**src/rtl/fetch_control.sv**
```systemverilog
// fetch_control
//   Owns the program counter and drives a synchronous, single-read-port
//   instruction memory with one-cycle read latency. One fetch can be issued
//   per cycle. Returned words are queued in a small FIFO and handed to decode
//   over a valid/ready handshake. A branch redirect flushes the in-flight word
//   and everything buffered, then restarts fetch from the target.
//
// Ports
//   clk             system clock, all state on posedge
//   rst             synchronous reset, active low (0 = reset)
//   pcwrite         fetch enable; 0 freezes PC and issue
//   redirect_valid  branch/jump taken this cycle
//   redirect_pc     redirect target
//   imem_addr       instruction memory address (the PC register)
//   imem_rdata      memory data, valid the cycle after the address was sampled
//   out_valid       buffer head holds a valid instruction
//   out_ready       decode accepts the head this cycle
//   out_ir          head instruction (0 when empty)
//   out_pc          fetch address of the head instruction (0 when empty)
//   busy            a fetch is in flight or the buffer is non-empty
module fetch_control #(
  parameter int                  PC_WIDTH   = 16,
  parameter int                  INST_WIDTH = 16,
  parameter logic [PC_WIDTH-1:0] RESET_PC   = 16'h0000,
  parameter int                  DEPTH      = 2
) (
  input  logic                  clk,
  input  logic                  rst,
  input  logic                  pcwrite,
  input  logic                  redirect_valid,
  input  logic [PC_WIDTH-1:0]   redirect_pc,
  output logic [PC_WIDTH-1:0]   imem_addr,
  input  logic [INST_WIDTH-1:0] imem_rdata,
  output logic                  out_valid,
  input  logic                  out_ready,
  output logic [INST_WIDTH-1:0] out_ir,
  output logic [PC_WIDTH-1:0]   out_pc,
  output logic                  busy
);

  localparam int AW = $clog2(DEPTH);      // FIFO pointer width
  localparam int CW = $clog2(DEPTH + 1);  // occupancy counter width
  localparam int RW = CW + 1;             // headroom for count + inflight

  logic [PC_WIDTH-1:0]   pc_reg;
  logic                  inflight_reg;
  logic [PC_WIDTH-1:0]   inflight_pc_reg;
  logic [CW-1:0]         count_reg;
  logic [CW-1:0]         count_next;
  logic [AW-1:0]         wr_ptr_reg;
  logic [AW-1:0]         rd_ptr_reg;

  logic [INST_WIDTH-1:0] ir_mem [DEPTH];
  logic [PC_WIDTH-1:0]   pc_mem [DEPTH];

  logic                  not_empty;
  logic                  pop;
  logic                  push;
  logic                  issue;
  logic [RW-1:0]         reserved;

  assign not_empty = (count_reg != '0);

  // A redirect hides the head so decode never consumes a wrong-path word.
  assign out_valid = not_empty & ~redirect_valid;
  assign pop       = out_valid & out_ready;

  // The returning word is dropped when a redirect lands on the same edge.
  assign push      = inflight_reg & ~redirect_valid;

  // Slots already committed: buffered words plus the one still in the
  // memory pipeline, minus the one leaving this cycle. Issuing only while
  // this is below DEPTH guarantees the FIFO can never overflow.
  assign reserved  = RW'(count_reg) + RW'(inflight_reg) - RW'(pop);
  assign issue     = rst & pcwrite & ~redirect_valid & (reserved < RW'(DEPTH));

  assign count_next = count_reg + CW'(push) - CW'(pop);

  assign imem_addr = pc_reg;
  assign out_ir    = not_empty ? ir_mem[rd_ptr_reg] : '0;
  assign out_pc    = not_empty ? pc_mem[rd_ptr_reg] : '0;
  assign busy      = inflight_reg | not_empty;

  // PC, memory-pipeline tracking and FIFO bookkeeping.
  always_ff @(posedge clk) begin
    if (!rst) begin
      pc_reg          <= RESET_PC;
      inflight_reg    <= 1'b0;
      inflight_pc_reg <= '0;
      count_reg       <= '0;
      wr_ptr_reg      <= '0;
      rd_ptr_reg      <= '0;
    end else if (redirect_valid) begin
      pc_reg          <= redirect_pc;
      inflight_reg    <= 1'b0;
      count_reg       <= '0;
      wr_ptr_reg      <= '0;
      rd_ptr_reg      <= '0;
    end else begin
      inflight_reg <= issue;
      if (issue) begin
        pc_reg          <= pc_reg + PC_WIDTH'(1);
        inflight_pc_reg <= pc_reg;
      end
      if (push) begin
        wr_ptr_reg <= wr_ptr_reg + AW'(1);
      end
      if (pop) begin
        rd_ptr_reg <= rd_ptr_reg + AW'(1);
      end
      count_reg <= count_next;
    end
  end

  // FIFO payload storage. Contents need no reset: the head is masked to
  // zero whenever the buffer is empty.
  always_ff @(posedge clk) begin
    if (rst && push) begin
      ir_mem[wr_ptr_reg] <= imem_rdata;
      pc_mem[wr_ptr_reg] <= inflight_pc_reg;
    end
  end

endmodule

```
**config.mk**
```make
export PLATFORM = sky130hd
export DESIGN_NAME = fetch_control
export DESIGN_NICKNAME = d
export VERILOG_FILES = /design/src/rtl/fetch_control.sv
export SDC_FILE = /design/constraint.sdc
export NUM_CORES = 1
export LEC_CHECK = 0
export BUFFER_PORTS_ARGS = -buffer_cell sky130_fd_sc_hd__buf_2
export CORE_MARGIN = 2
export CORE_UTILIZATION = 45
export CTS_BUF_LIST = sky130_fd_sc_hd__clkbuf_4 sky130_fd_sc_hd__clkbuf_8 sky130_fd_sc_hd__clkbuf_16
export CTS_CLUSTER_DIAMETER = 150
export DETAILED_ROUTE_END_ITERATION = 8
export GPL_TIMING_DRIVEN = 0
export HOLD_SLACK_MARGIN = 0.02
export MAX_ROUTING_LAYER = met4
export PLACE_DENSITY = 0.77
export SYNTH_ARGS = -nofsm -noshare
export SYNTH_HDL_FRONTEND = slang
export SYNTH_SLANG_ARGS = --single-unit
```
**constraint.sdc**
```tcl
create_clock -name clk -period 3.1 [get_ports clk]
set_clock_uncertainty 0.05 [all_clocks]
set_input_delay 0.62 -clock clk [delete_from_list [all_inputs] [get_ports clk]]
set_output_delay 0.62 -clock clk [all_outputs]
set_load 0.1 [all_outputs]
```
### Word level (Yosys, flattened, before mapping)

Memories as Yosys holds them, arrays and structs flattened. A register that Yosys moved wholly into a read port is not among the register bits.
Cells that the tools add are included.

* word-level logic and storage cells: 40
* memories: 2
* output and inout port bits: 50
* input port bits: 37
* bits in writable memories: 64
* register bits: 37

Memory list
* ir_mem: depth 2, bits a word 16, rd ports 1, clocked after Yosys merged registers in 1, write ports 1, RTL line 53 `logic [INST_WIDTH-1:0] ir_mem [DEPTH];`
* pc_mem: depth 2, bits a word 16, rd ports 1, clocked after Yosys merged registers in 1, write ports 1, RTL line 54 `logic [PC_WIDTH-1:0] pc_mem [DEPTH];`

* add/sub/neg operators: 7
* reduce and logical (&&, ||, !) cells: 5
* bitwise logic cells: 9
* magnitude comparators: 1
* mux-type cells: 10

Operators by type and width (count)
* 2-to-1 mux 16 bit: 4
* adder 16 x 1 -> 16 bit (second input constant): 1
* AND 1 bit: 6
* 2-to-1 mux 1 bit: 6
* nonzero test 2 bit: 2
* adder 2 x 1 -> 3 bit: 1
* less-than comparator 3 x 2 -> 1 bit (second input constant): 1
* subtractor 3 x 1 -> 3 bit: 1
* adder 1 bit (second input constant): 2
* adder 2 x 1 -> 2 bit: 1
* inverter 1 bit: 2
* AND reduction 2 bit: 1
* OR reduction 2 bit: 1
* subtractor 2 x 1 -> 2 bit: 1
* logical AND 1 bit: 1
* OR 1 bit: 1

### Depth between registers and ports, before layout

* word-level depth: 8
* depth in mapped cells: 10
* depth with buffers taken out: 9

### Worst setup path before layout

OpenSTA, ideal clock, no wires.

* kind: input to register
* start: input redirect_valid
* end: register pc_reg[15], in the netlist imem_addr[15]
* path buffers: 1
* library setup time: 75 ps
* data required time: 2975 ps
* stages: 8
* path slack: -114 ps
* arrival: 3089 ps
* path through: clkbuf_1 -> nor4bb_1 -> o21ai_0 -> fa_1 -> xor2_4 -> or3_4 -> or4_1 -> a31oi_1

* longest elaborated chain between the ends: 7
* elaborated cells on any way between the ends: 9
* classes of those cells: add/sub (1); order compare (1); mux (1); bitwise (5); reduce/logical (1)

Ends and longest elaborated chain
* start, declared: RTL line 30 `input logic redirect_valid,`
* inverter 1 bit (no line)
* AND 1 bit: RTL line 65 `assign out_valid = not_empty & ~redirect_valid;`
* AND 1 bit: RTL line 66 `assign pop = out_valid & out_ready;`
* subtractor 3 x 1 -> 3 bit: RTL line 74 `assign reserved = RW'(count_reg) + RW'(inflight_reg) - RW'(pop);`
* less-than comparator 3 x 2 -> 1 bit: RTL line 75 `assign issue = rst & pcwrite & ~redirect_valid & (reserved < RW'(DEPTH));`
* AND 1 bit: RTL line 75
* nonzero test 2 bit (no line)
* end signal, assigned: RTL line 94 `pc_reg <= redirect_pc;`
* end signal, assigned: RTL line 102 `pc_reg <= pc_reg + PC_WIDTH'(1);`
* end, declared: RTL line 45 `logic [PC_WIDTH-1:0] pc_reg;`

Several ways; a longest one is shown, not always the timed one.
A chain may end at the register's enable or synchronous reset.

### Worst setup path after layout

* start: input redirect_valid
* end: register pc_reg[12], in the netlist imem_addr[12]

Same word-level chain as after synthesis.

==> metrics.txt <==
layout net count=488; clk_lat worst skew=0.36 ns; Critical Path End Type=flop; routability cong.=0.9020; number of flops mapped to enable cells by yosys=64; number of synthesized register bits=102; post-route ant nets=0; WHS Endpoint=ir_mem[1][7]$_DFFE_PP_; row count=35; RR Endpoint=imem_addr[12]$_SDFFE_PN0P_; wire length per cell=14.79 um; hold_buf cts=0; post-synthesis sequential area ratio=0.6429; Fmax=0.3390 GHz; final setup fails=0; Rel. slew slack=0.3858; post-synthesis cell type count=41; VDD IR max=0.2445 mV; Placed Cells=549; Ys Warns=0; dpl hpwl=5938 um; ys async rst share=0; vias per cell=5.186; DIE WIDTH=100.3 um; largest net degree at the start of global routing=33; post-synth top area share=0.4606; P per Cell Area=511.0 nW/um^2; area leader, netlist=edfxtp_1; initial antenna violation count=0; clock sink total=102; I/O pin total=87; CTS H-tree lvls=3; Root Buffer=clkbuf_8; Die Ht=100.3 um; CP Launch Type=primary input; Worst-Margin Slew=0.9191 ns; reg-to-reg setup timing slack=0.27 ns; ys flop type=edfxtp_1; net count after synthesis=392; main area contributors after synthesis=edfxtp_1, dfxtp_1, mux2i_1; routing usage on met1=0.2441; Area Growth Syn to Fin=19.01%; status=completed; R2R depth=8; minimum clock period after layout=2.950 ns; Port Buffers=86; Final Cycle Share=0.9516; die area=10060 um^2; Worst Hold Depth=1; synthesized area per cell=11.85 um^2; core area=9109 um^2; Initial Utilization=0.4581; via count=2925; CTS Buffer Depth=2; met3 GRT Util=0.02994; worst min-delay path startpoint=imem_rdata[7]; max cap viols=0; leakage=1.822 nW; gr busiest metal=met2; Final Non-Filler Cells=564; DR iter-0 viols=131; vias in the first global route=2780; synthesized instance count=352; cell with the most instances after synthesis=edfxtp_1; Final Max Slew Viols=0; reg2reg start=count_reg[1]$_SDFF_PP0_; fraction of layout cells with a size suffix above 1=0.2605; synthesized cell area=4173 um^2; first-pass GRT wire length=13430 um; crit-path max FO=10; CTS tree=yes; TritonCTS Buffers=9; CP required=3.33 ns; Clk pin slew, worst setup/hold paths=0.10 ns; RSZ-0062 raised after global routing=false; Worst Hold Slack=0.3940 ns; # fillers=817; synth cell count leaders=edfxtp_1, nand2_1, nor2_1, dfxtp_1, mux2i_1; Initial DRT Pass Iterations=4; Worst EP arrival=3.18 ns; Crit Path Category=in2reg; met2 usage=0.2643; worst min path class=in2reg; Remaining Overflow, GRT=0; Total Routed Length=8339 um; number of remaining DRC errors=0; # diodes=0; setup repair bufs after CTS=0; Final Hold Vio Count=0; Largest regs=ir_mem (32), pc_mem (32); GR Util All Layers=0.1765
cell usage in the layout, fill, tap and decap left out, types with 3 or more instances in the layout:
cell type  count
or4_1          7
a21oi_1       22
nor2_1        42
xor2_1         4
edfxtp_1      64
clkbuf_1      10
xnor2_1        5
or3_1          3
dfxtp_1       38
o21ai_0       12
nand3_1        8
mux2i_1       32
a31oi_1        8
o311ai_0       3
o31ai_1        5
buf_2         88
nand2_1       44
clkbuf_8       9
inv_1          5
repair_timing:
| action | CTS | global route |
|---|---|---|
| endpoints found under the setup margin | 3 | 20 |
| gates resized for setup | 2 | 6 |
| pin swaps | 0 | 3 |
metal layers:
metal,routed length (um),part of all wire,vias up
met1,3969,0.48,1344
li1,-,-,1470
met4,106,0.013,0
met3,548,0.066,10
met5,0,0,-
met2,3715,0.45,101
worst max-delay path: stages:
cell and delay [ns]:
buf_2 0.13, clkbuf_4 0.21, nor4bb_4 0.33, o21ai_1 0.12
fa_2 0.57, nand2_2 0.12, or3_4 0.42, or4_1 0.48
a31oi_1 0.18
worst max path at each step:
stage | startpoint | endpoint | slack (ns) | cells after the start
6_report | redirect_valid | imem_addr[12]$_SDFFE_PN0P_ | 0.15 | 9
2_1_floorplan | redirect_valid | imem_addr[15]$_SDFFE_PN0P_ | 0.01 | 8
4_1_cts | redirect_valid | imem_addr[12]$_SDFFE_PN0P_ | 0.02 | 9
5_1_grt | flop | out_ir[0] | 0.008 | 5
3_3_place_gp | rst | ir_mem[0][11]$_DFFE_PP_ | -0.56 | 4
3_5_place_dp | redirect_valid | imem_addr[3]$_SDFFE_PN0P_ | -0.51 | 9
final cells by class:
class | count | area (um^2) | area share
sequential | 102 | 2683 | 0.5402
multi-input combinational | 225 | 1421 | 0.2862
timing repair buffer | 86 | 430.4 | 0.08667
tap | 111 | 138.9 | 0.02797
clock buffer | 9 | 123.9 | 0.02494
buffer | 18 | 83.83 | 0.01688
clock inverter | 7 | 62.56 | 0.01260
inverter | 6 | 22.52 | 0.004535
metrics by stage:
step | utilization | setup WS [ns] | cell area [um^2] | power, W | setup TNS (ns)
2_1_floorplan | - | 0.01129 | 4183 | 0.001708 | 0
3_3_place_gp | 0.5217 | -0.5631 | 4752 | 0.001775 | -22.91
3_5_place_dp | 0.5227 | -0.5103 | 4761 | 0.001779 | -5.857
4_1_cts | 0.5448 | 0.02023 | 4962 | 0.002555 | 0
5_1_grt | 0.5452 | 0.008276 | 4966 | 0.002633 | 0
6_report | 0.5452 | 0.1501 | 4966 | 0.002538 | 0
power by group:
part	switching (W)	leakage, nW	internal [W]
Sequential	0.0000273	0.944	0.00146
Combinational	0.000207	0.785	0.0000578
Clock	0.000477	0.0942	0.000310
Total	0.000711	1.82	0.00183
cells by family (layout without fill, tap and decap cells):
group / Yosys count / after routing / synth area share
AND/OR/NAND/NOR: 122 / 122 / 0.1352
flip-flops: 102 / 102 / 0.6429
AO/OA/AOI/OAI: 57 / 57 / 0.08127
multiplexers: 33 / 33 / 0.07946
buffers and inverters: 25 / 126 / 0.02489
XOR/XNOR: 10 / 10 / 0.02549
adder cells (fa/ha/maj): 3 / 3 / 0.01079
Note: power is estimated with default switching activity, not from simulation.
